===== config.mk =====
export PLATFORM = sky130hd
export DESIGN_NAME = packet_injector
export DESIGN_NICKNAME = d
export VERILOG_FILES = /design/src/rtl/noc_pkg.sv /design/src/rtl/key_edge.sv /design/src/rtl/packet_injector.sv
export SDC_FILE = /design/constraint.sdc
export NUM_CORES = 1
export LEC_CHECK = 0
export ABC_AREA = 0
export ABC_CLOCK_PERIOD_IN_PS = 4600
export CAP_MARGIN = 20
export CORE_UTILIZATION = 35
export DETAILED_ROUTE_END_ITERATION = 12
export PLACE_DENSITY_LB_ADDON = 0.3
export SLEW_MARGIN = 20
export SYNTH_ARGS = -nofsm -noshare
export SYNTH_HDL_FRONTEND = slang
export SYNTH_SLANG_ARGS = --single-unit

===== constraint.sdc =====
create_clock -name clk -period 4.6 [get_ports clk]
set_clock_uncertainty 0.05 [all_clocks]
set_input_delay 0.69 -clock clk [delete_from_list [all_inputs] [get_ports clk]]
set_output_delay 0.69 -clock clk [all_outputs]
set_load 0.02 [all_outputs]

===== src/rtl/noc_pkg.sv =====
// Shared definitions for the NoC packet injector: FSM states, the
// seven-segment glyph table and a width helper.
package noc_pkg;

  typedef enum logic [1:0] {
    ST_IDLE = 2'd0,
    ST_SEND = 2'd1,
    ST_HOLD = 2'd2
  } state_e;

  // Active-low segments, bit order {a,b,c,d,e,f,g}.
  localparam logic [6:0] SEG_ZERO = 7'b0000001;

  localparam logic [6:0] SEG_TABLE [16] = '{
    7'b0000001, 7'b1001111, 7'b0010010, 7'b0000110,
    7'b1001100, 7'b0100100, 7'b0100000, 7'b0001111,
    7'b0000000, 7'b0000100, 7'b0001000, 7'b1100000,
    7'b0110001, 7'b1000010, 7'b0110000, 7'b0111000
  };

  // Glyph for one hex digit.
  function automatic logic [6:0] seg7(input logic [3:0] nib);
    return SEG_TABLE[nib];
  endfunction

  // Bits needed to index n items, never less than 1.
  function automatic int clog2_min1(input int n);
    int w;
    w = 0;
    while ((1 << w) < n) w++;
    if (w < 1) w = 1;
    return w;
  endfunction

endpackage


===== src/rtl/key_edge.sv =====
// Two-flop synchroniser for a raw push-button plus a rising-edge pulse,
// so one press produces exactly one single-cycle action.
module key_edge (
  input  logic clk,
  input  logic rst_n,
  input  logic key_raw,
  output logic level,
  output logic rise
);

  logic meta_q, meta_d;
  logic sync_q, sync_d;
  logic prev_q, prev_d;

  // Shift the raw key through the synchroniser and keep last synced value.
  always_comb begin
    meta_d = key_raw;
    sync_d = meta_q;
    prev_d = sync_q;
  end

  // Synchroniser and edge-history flops.
  always_ff @(posedge clk or negedge rst_n) begin
    if (!rst_n) begin
      meta_q <= 1'b0;
      sync_q <= 1'b0;
      prev_q <= 1'b0;
    end else begin
      meta_q <= meta_d;
      sync_q <= sync_d;
      prev_q <= prev_d;
    end
  end

  assign level = sync_q;
  assign rise  = sync_q & ~prev_q;

endmodule


===== src/rtl/packet_injector.sv =====
// Operator-driven packet injector: push-buttons edit a payload and a target
// router, and a send key injects {1'b1, payload} towards that router.
//
// Handshake: a packet transfers on a rising clk edge where
// out_valid[pkt_dst] and out_ready[pkt_dst] are both 1. Once a valid bit is
// raised, it and out_data stay unchanged until that edge; at most one valid
// bit is ever high, and out_data is 0 whenever no valid bit is high.
module packet_injector
  import noc_pkg::*;
#(
  parameter int NUM_ROUTERS = 121,
  parameter int DATA_W      = 14
) (
  input  logic                   clk,
  input  logic                   rst_n,
  input  logic                   sw_on,
  input  logic                   sw_mode,
  input  logic                   sw_sel_data,
  input  logic                   sw_sel_router,
  input  logic                   key_inc,
  input  logic                   key_dec,
  input  logic                   key_send,
  output logic [NUM_ROUTERS-1:0] out_valid,
  input  logic [NUM_ROUTERS-1:0] out_ready,
  output logic [DATA_W:0]        out_data,
  output logic [15:0]            pkt_count,
  output logic [6:0]             hex_data,
  output logic [6:0]             hex_router,
  output state_e                 dbg_state
);

  localparam int IDX_W = clog2_min1(NUM_ROUTERS);
  localparam logic [IDX_W-1:0] ROUTER_MAX = IDX_W'(NUM_ROUTERS - 1);

  logic inc_rise, dec_rise, send_rise, send_level;
  logic unused_inc_level, unused_dec_level;

  key_edge u_key_inc (
    .clk(clk), .rst_n(rst_n), .key_raw(key_inc),
    .level(unused_inc_level), .rise(inc_rise)
  );

  key_edge u_key_dec (
    .clk(clk), .rst_n(rst_n), .key_raw(key_dec),
    .level(unused_dec_level), .rise(dec_rise)
  );

  key_edge u_key_send (
    .clk(clk), .rst_n(rst_n), .key_raw(key_send),
    .level(send_level), .rise(send_rise)
  );

  logic [DATA_W-1:0] data_q, data_d;
  logic [IDX_W-1:0]  router_q, router_d;
  logic [6:0]        hex_data_q, hex_data_d;
  logic [6:0]        hex_router_q, hex_router_d;

  logic              edit_data, edit_router, one_key;

  // Payload/router editing; conflicting selects or keys leave both alone.
  always_comb begin
    data_d       = data_q;
    router_d     = router_q;
    edit_data    = sw_sel_data & ~sw_sel_router;
    edit_router  = sw_sel_router & ~sw_sel_data;
    one_key      = inc_rise ^ dec_rise;
    if (edit_data && one_key) begin
      data_d = inc_rise ? data_q + 1'b1 : data_q - 1'b1;
    end
    if (edit_router && one_key) begin
      if (inc_rise) begin
        router_d = (router_q == ROUTER_MAX) ? '0 : router_q + 1'b1;
      end else begin
        router_d = (router_q == '0) ? ROUTER_MAX : router_q - 1'b1;
      end
    end
    hex_data_d   = seg7(4'(data_q));
    hex_router_d = seg7(4'(router_q));
  end

  // Edit registers and the registered display glyphs (one cycle behind).
  always_ff @(posedge clk or negedge rst_n) begin
    if (!rst_n) begin
      data_q       <= '0;
      router_q     <= '0;
      hex_data_q   <= SEG_ZERO;
      hex_router_q <= SEG_ZERO;
    end else begin
      data_q       <= data_d;
      router_q     <= router_d;
      hex_data_q   <= hex_data_d;
      hex_router_q <= hex_router_d;
    end
  end

  state_e            state_q, state_d;
  logic              bubble_q, bubble_d;
  logic [DATA_W-1:0] pkt_data_q, pkt_data_d;
  logic [IDX_W-1:0]  pkt_dst_q, pkt_dst_d;
  logic [15:0]       count_q, count_d;
  logic              presenting, accept;

  // Injection FSM: latch on send, hold the packet until accepted, then
  // either wait for key release (one-shot) or reload after a bubble.
  always_comb begin
    state_d    = state_q;
    bubble_d   = 1'b0;
    pkt_data_d = pkt_data_q;
    pkt_dst_d  = pkt_dst_q;
    count_d    = count_q;
    presenting = (state_q == ST_SEND) && !bubble_q;
    accept     = presenting && out_ready[pkt_dst_q];
    case (state_q)
      ST_IDLE: begin
        if (send_rise && sw_on) begin
          state_d    = ST_SEND;
          pkt_data_d = data_q;
          pkt_dst_d  = router_q;
        end
      end
      ST_SEND: begin
        if (accept) begin
          count_d = (count_q == 16'hFFFF) ? count_q : count_q + 16'd1;
          if (!sw_on) begin
            state_d = ST_IDLE;
          end else if (!sw_mode) begin
            state_d = ST_HOLD;
          end else begin
            pkt_data_d = data_q;
            pkt_dst_d  = router_q;
            bubble_d   = 1'b1;
          end
        end
      end
      ST_HOLD: begin
        if (!send_level) state_d = ST_IDLE;
      end
      default: state_d = ST_IDLE;
    endcase
  end

  // FSM, latched packet and acceptance counter.
  always_ff @(posedge clk or negedge rst_n) begin
    if (!rst_n) begin
      state_q    <= ST_IDLE;
      bubble_q   <= 1'b0;
      pkt_data_q <= '0;
      pkt_dst_q  <= '0;
      count_q    <= '0;
    end else begin
      state_q    <= state_d;
      bubble_q   <= bubble_d;
      pkt_data_q <= pkt_data_d;
      pkt_dst_q  <= pkt_dst_d;
      count_q    <= count_d;
    end
  end

  // One-hot valid and the shared data bus, zeroed when nothing is offered.
  always_comb begin
    out_valid = '0;
    out_data  = '0;
    if (presenting) begin
      out_valid[pkt_dst_q] = 1'b1;
      out_data             = {1'b1, pkt_data_q};
    end
  end

  assign pkt_count  = count_q;
  assign hex_data   = hex_data_q;
  assign hex_router = hex_router_q;
  assign dbg_state  = state_q;

endmodule

# Word level (Yosys, flattened, before mapping)
# Memories as Yosys holds them, arrays and structs flattened. A register that Yosys moved wholly into a read port is not among the register bits.
# Index checks and enable logic that the tools add are counted.
# word_totals
mem_count	2
output_inout_bits	168
regBits	70
romBits	224
wordCells	94
input_bits	130
# mem_list
name	words	width	read_ports	rd_ports_with_merged_regs	write_ports	line	text
(name not given)	16	7	1	1	0	noc_pkg.sv:23	return SEG_TABLE[nib];
(name not given)	16	7	1	1	0	noc_pkg.sv:23	
# classes
reduce_logical	15
n_mux	30
magnitude_cmp	2
addsub	5
eq_ne	10
bitwise	14
# ops
cell	n
121-bit two-way mux	1
14-bit two-way mux	5
7-bit two-way mux	7
14-bit one-hot mux with 2 select lines	1
16-bit by 1-bit adder with 16-bit output (second input constant)	1
16-bit == test (second input constant)	1
15-bit two-way mux	1
14-bit by 1-bit adder with 14-bit output (second input constant)	1
7-bit one-hot mux with 2 select lines	1
14-bit by 1-bit subtractor with 14-bit output (second input constant)	1
2-bit two-way mux	5
2-bit inequality test (second input constant)	5
4-bit inverter with 5-bit output	2
7-bit by 8-bit less-than comparator with 1-bit output (second input constant)	1
7-bit by 1-bit adder with 7-bit output (second input constant)	1
1-bit binary-select mux with 7-bit select	1
1-bit demux with 7-bit select	1
7-bit == test (second input constant)	1
7-bit by 1-bit greater-or-equal comparator with 1-bit output (second input constant)	1
7-bit zero test	1
7-bit by 1-bit subtractor with 7-bit output (second input constant)	1
1-bit logical AND	6
1-bit two-way mux	6
1-bit inverter	6
other kinds (12)	18

# Logic depth before layout (Yosys ltp)
# logic_depth
word_depth	5
depth_mapped	14

# By module
# A second synthesis with hierarchy kept.
# hier_totals
hier_cells	711
hier_area_um2	6114.6
# modules_own_cells
mod	n_inst	area_each_um2	cells_each	seq_area_each_um2
packet_injector	1	5848.1	699	1879.3
key_edge	3	88.8	4	75.1

# Worst setup path before layout
# No wires, ideal clock.
# synth_timing
kind	input to register
from	in out_ready[85]
to	reg pkt_data_q[0]
setup_slack_ns	1.625
t_arrival_ns	2.800
setup_ns	0.125
path_stages	9
cell_sequence	mux4_1 -> mux4_2 -> mux2i_1 -> nor3_1 -> a311oi_2 -> a2111oi_1 -> o21bai_2 -> buf_6 -> mux2_4
# synth_between
elab_chain_len	5
# synth_rtl
element	line	text
from (decl)	packet_injector.sv:24	input logic [NUM_ROUTERS-1:0] out_ready,
1-bit binary-select mux with 7-bit select	packet_injector.sv:112	accept = presenting && out_ready[pkt_dst_q];
1-bit two-way mux (implied by the code)	packet_injector.sv:112	
1-bit logical AND	packet_injector.sv:112	
2-bit inequality test (no source line)	-	
5-bit AND reduction (no source line)	-	
to (signal assigned)	packet_injector.sv:153	pkt_data_q <= pkt_data_d;
to (decl)	packet_injector.sv:98	logic [DATA_W-1:0] pkt_data_q, pkt_data_d;
# Every way passes these cells. The select of a mux whose other input is x is not followed.
# A chain may end at the register's enable or synchronous reset.

# Worst setup path after layout
# layout_timing
from	reg state_q[0], in the netlist dbg_state[0]
to	out out_valid[120]
# layout_between
elab_chain_len	3
# layout_rtl
element	line	text
from (decl)	packet_injector.sv:96	state_e state_q, state_d;
from (signal assigned)	packet_injector.sv:151	state_q <= state_d;
2-bit by 1-bit == test with 1-bit output	packet_injector.sv:111	presenting = (state_q == ST_SEND) && !bubble_q;
1-bit logical AND	packet_injector.sv:111	
121-bit two-way mux	packet_injector.sv:163	if (presenting) begin
to (decl)	packet_injector.sv:23	output logic [NUM_ROUTERS-1:0] out_valid,
# Every way passes these cells.

==> impl_metrics.csv <==
group,metric,value,unit
outcome,status,"finished, final reports clean",
die,fp-row-count,48,
die,core_area,17400,um^2
die,die_area,18400,um^2
clock_network,cts.sinks,84,
synth,synthArstFlopShare,100,%
die,die_h,136,um
grt,overflow,0,
final_layout,fin_nets,1101,
sta,period_minus_slack,3.85,ns
clock_network,cts_max_level,3,
setup_path,crit_arrival,3.11,ns
power,powerDensity,522,nW/um^2
setup_path,slowest_delay,0.68,ns
die,start_util,36.0,%
drt,ant_nets,0,
final_layout,layout.area.seq,2110,um^2
synth,yosysTopAreaCellShare,32.7,%
min_path,worstHoldPathType,"flip-flop to flip-flop",
clock_network,holdBufCountCts,0,
synth,synth.area.mux_share,18.9,%
final_layout,fillers,1553,
grt,antenna_found_initial,2,
flow_run,maxCapViolations,0,
setup_path,crit_chain,"inv_1 -> or3_1 -> nor2_1 -> nand2_1 -> nor2_1 -> clkdlybuf4s50_1",
synth,yosysTopAreaCell,"dfrtp_1",
drt,post_drt_wl_per_cell,18.8,um
setup_path,slowest_stage,"clkdlybuf4s50_1",
clock_network,cts_tree,"built",
clock_network,cts_buffers,9,
final_layout,areaGrowthSynthToFinish,54.1,%
sta,finalMaxSlewViolations,0,
sta,fin_crit_sh,83.8,%
sta,setup_viol,0,
clock_network,post_cts_resized,0,
drt,drtIter0Drc,348,
grt,grt_pass1_vias,5822,
placement,hpwlAfterDp,17000,um
synth,ys_ff_latch,84,
final_layout,drive_gt1_share,9.68,%
grt,track_usage,22.9,%
clock_network,clock_tree.buffer_depth,2,
synth,netlist_instances,674,
setup_path,end_kind,"output pin",
synth,synth_top_family_by_area,"simple AND/OR/NAND/NOR gates",
synth,synth_xor_area_share,4.33,%
sta,timing.hold.ws,0.301,ns
synth,synth_area_leaders,"dfrtp_1, mux4_2, nor2_1, ha_1, mux2_4",
sta,tns,0,ns
drt,drc,0,
die,ioPinCount,298,
grt,grt_start_max_net_pins,63,
synth,ys_seq_area_share,33.6,%
synth,avgSynthCellArea,9.30,um^2
synth,synth_edf_count,0,
clock_network,insertion_delay,0.34,ns
setup_path,critical_path_class,"flip-flop to output pin",
final_layout,multiInputGateArea,3850,um^2
sta,fmax,259,MHz
synth,synth_fa_ha_area_share,5.31,%
final_layout,final_util,55.5,%
clock_network,cts_root_buf,"clkbuf_16",
synth,ys.flop_type,"dfrtp_1",
clock_network,path_clk_slew,0.07,ns
power,ir_worst_vdd,0.330,mV
synth,synthTopCellsByCount,"nor2_1, dfrtp_1, nand2_1, clkbuf_1, mux4_2",
drt,first_pass_iters,5,
setup_path,path_buf_inv,2,
power,power.leakage,0.00380,uW
die,die_x,136,um
synth,synthSimpleGateAreaFrac,22.2,%
synth,netlist_area,6270,um^2
setup_path,cp_common_cell,"nor2_1",
placement,port_buffers,297,
setup_path,critPathTopFamily,"simple AND/OR/NAND/NOR gates",
setup_path,crit_path_start_kind,"flip-flop",
synth,synth_warnings,0,
sta,rsz0062_at_grt,"no",
placement,gp_congestion,0.849,
drt,drt-total-wl,22100,um
drt,via_count,6192,
synth,synth_compound_area_share,10.6,%
sta,hold_viol_final,0,
sta,worstMarginPinSlew,0.948,ns
synth,syn_nets,830,
setup_path,required,3.86,ns
grt,grt_first_pass_wirelength,32200,um
setup_path,crit_fanout,15,
drt,vias_per_cell,5.27,
synth,yosysMostFrequentCell,"nor2_1",
synth,synth.distinct_cells,63,
sta,relSlewSlack,36.6,%
clock_network,postCtsSetupBuffers,0,
## metal layers
metal	track usage, %	share of wire (%)
met4	5.24	1.3
met3	4.96	7.7
met1	30.7	43
met2	37.6	48
met5	0	0
## worst paths after layout
check	from	to	slack [ns]	depth (start not counted)
setup reg to reg	pkt_dst_q[0]	pkt_dst_q[1]	0.93	9
max in group asynchronous	rst_n	hex_router[0]	3.27	2
min in group asynchronous	rst_n	hex_data[2]	0.37	1
setup / recovery	dbg_state[0]	out_valid[120]	0.75	6
hold / removal	u_key_dec.meta_q	u_key_dec.level	0.30	0
hold reg to reg	u_key_dec.meta_q	u_key_dec.level	0.30	0
## sequential cells by signal, indices dropped and copies added (netlist names)
name,cells
u_key_inc.prev_q,1
u_key_send.prev_q,1
pkt_data_q,14
u_key_dec.level,1
hex_data,7
pkt_count,16
router_q,7
u_key_inc.meta_q,1
dbg_state,2
u_key_dec.meta_q,1
pkt_dst_q,7
u_key_send.meta_q,1
u_key_inc.level,1
data_q,14
bubble_q,1
u_key_dec.prev_q,1
hex_router,7
u_key_send.level,1
## layout by cell type, fill, tap and decap left out, drive strengths merged, types with 5 or more instances in the layout
cell	n
a211oi	5
a21oi	20
a22o	5
a22oi	7
and2	17
and3	6
buf	10
clkbuf	9
clkdlybuf4s50	296
dfrtp	82
ha	25
inv	15
mux2	26
mux2i	11
mux4	31
nand2	45
nand2b	7
nand3	24
nor2	149
nor2b	12
nor3	18
o21ai	27
xnor2	8
xor2	23
## kinds of logic after synthesis
kind of cell,Yosys count
adders and majority gates,26
muxes,68
and+or+nand+nor,305
buffers and inverters,61
DFF,84
AOI/OAI and AO/OA,99
xor gates and xnor gates,31
## report_power, final
part	switching, uW	internal (uW)
sequential	409	1010
clock	310	483
combinational	1460	1380
total	2180	2870
## per-stage QoR
step                      total power [uW]  worst slack (ns)  cells  instance area [um^2]
final                                 5050             0.746   1176                  9660
after global routing                  5390             0.581   1175                  9660
after CTS                             5080             0.774   1175                  9660
after detailed placement              4260             0.623   1159                  9330
after global placement                4220             0.700   1159                  9330
after floorplan                       3390              1.62    674                  6270
## area by class of cell
| cell class | count | share of cell area (%) |
|---|---|---|
| multi-input combinational | 529 | 39.8 |
| timing repair buffer | 306 | 31.5 |
| sequential | 84 | 21.8 |
| tap | 225 | 2.91 |
| clock buffer | 9 | 2.33 |
| clock inverter | 7 | 1.06 |
| inverter | 15 | 0.583 |
| antenna | 1 | 0.0259 |
(Power assumes the default switching activity.)
==> patch: new RTL, same flow settings <==
The parameter `DATA_W` goes from 14 to 28.
--- a/src/rtl/packet_injector.sv
+++ b/src/rtl/packet_injector.sv
@@ -9,7 +9,7 @@
   import noc_pkg::*;
 #(
   parameter int NUM_ROUTERS = 121,
-  parameter int DATA_W      = 14
+  parameter int DATA_W      = 28
 ) (
   input  logic                   clk,
   input  logic                   rst_n,
Ports: changed (resized out_data); port bits go from 298 to 312. No check against the original RTL was run, so the function may have changed too.
==> patch against the unedited design <==
  * Total power rose by 30%
  * Non-clock buffer count rose by 23
  * Wire length rose by 34%
  * Cell count rose by 32%
  * Area after synthesis rose by 34%
  * Cell area rose by 24%
  * Setup slack got worse by 0.24 ns
  * Sequential cell count rose by 28
  * Critical endpoint is now out_valid[73]
  * Largest cell class unchanged
  * Highest routed layer unchanged
==> patch: results (changes against the unedited design) <==
Status
  • Status: finished clean (unchanged)

Worst setup path
  • Worst Setup SP: pkt_dst_q[0] (was dbg_state[0])
  • FF-to-FF End: pkt_data_q[11] (was pkt_dst_q[1])
  • R2R Path Start: pkt_dst_q[1] (was pkt_dst_q[0])
  • CP Max Fanout: 18 (was 15)
  • Reg-to-reg slack, setup: 0.77 ns (was 0.93 ns)

Routing
  • Drt wl/cell: 19.0 um (was 18.8 um)
  • Vias: 8450 (was 6192)

Yosys
  • Synth unique cells: 75 (was 63)
  • Post-synthesis adder-cell area fraction: 0.0636 (was 0.0531)
  • Mux cell area share after synthesis: 0.0969 (was 0.189)
  • Post-Syn Instances: 960 (was 674)
  • Synthesized Nets: 1132 (was 830)
  • Synth area leaders: dfrtp_1, nor2_1, ha_1 (was dfrtp_1, mux4_2, nor2_1)
  • Xor and xnor area share after synthesis: 0.0428 (was 0.0433)
  • Commonest cells post-synth: nor2_1, dfrtp_1, nand2_1, o21ai_0, a21oi_1 (was nor2_1, dfrtp_1, nand2_1, clkbuf_1, mux4_2)

Global route
  • Vias in the first global route: 7867 (was 5822)
  • Met3 usage: 0.0402 (was 0.0496)
  • Initial antenna violation count: 1 (was 2)
  • Met2 Usage GRT: 0.394 (was 0.376)
  • M1 GR Usage: 0.291 (was 0.307)

Power
  • Maximum vdd drop: 0.000304 V (was 0.000330 V)
  • Power Internal: 0.00358 W (was 0.00287 W)
  • Static leakage: 4.74 nW (was 3.80 nW)

Placement
  • RePlAce Congestion: 0.904 (was 0.849)
  • Port Buf Inserts: 311 (was 297)
  • Inst Count DP: 1543 (was 1159)

Final layout
  • # fillers: 2197 (was 1553)
  • N_diodes: 0 (was 1)

STA
  • Hold slack: 0.218 ns (was 0.301 ns)
  • Slew margin rel.: 0.290 (was 0.366)

Worst hold path
  • Hold WC Path Type: in -> async (was reg -> reg)
-- patch: power by group through the flow --
| stage | Combinational [W] | Clock, W | Sequential (W) |
|---|---|---|---|
| finish | 0.00399 | 0.000719 | 0.00186 |
| detailed placement | 0.00398 | 0 | 0.00187 |
| CTS | 0.00401 | 0.000740 | 0.00186 |
| global placement | 0.00392 | 0 | 0.00188 |
| global route | 0.00437 | 0.000779 | 0.00193 |
| floorplan | 0.00290 | 0 | 0.00170 |
-- patch: per-layer routing --
layer	part of all wire	up-vias
met2	0.48	351
met5	0	-
met4	0.032	0
met1	0.41	4056
li1	-	3980
met3	0.075	63
-- patch: final cells by class --
type	instances	share of cell area
Inverter	19	0.00595
Clock buffer	11	0.0194
Multi-Input combinational cell	765	0.434
Sequential cell	112	0.234
Tap cell	319	0.0333
Clock inverter	3	0.00177
Timing Repair Buffer	329	0.272
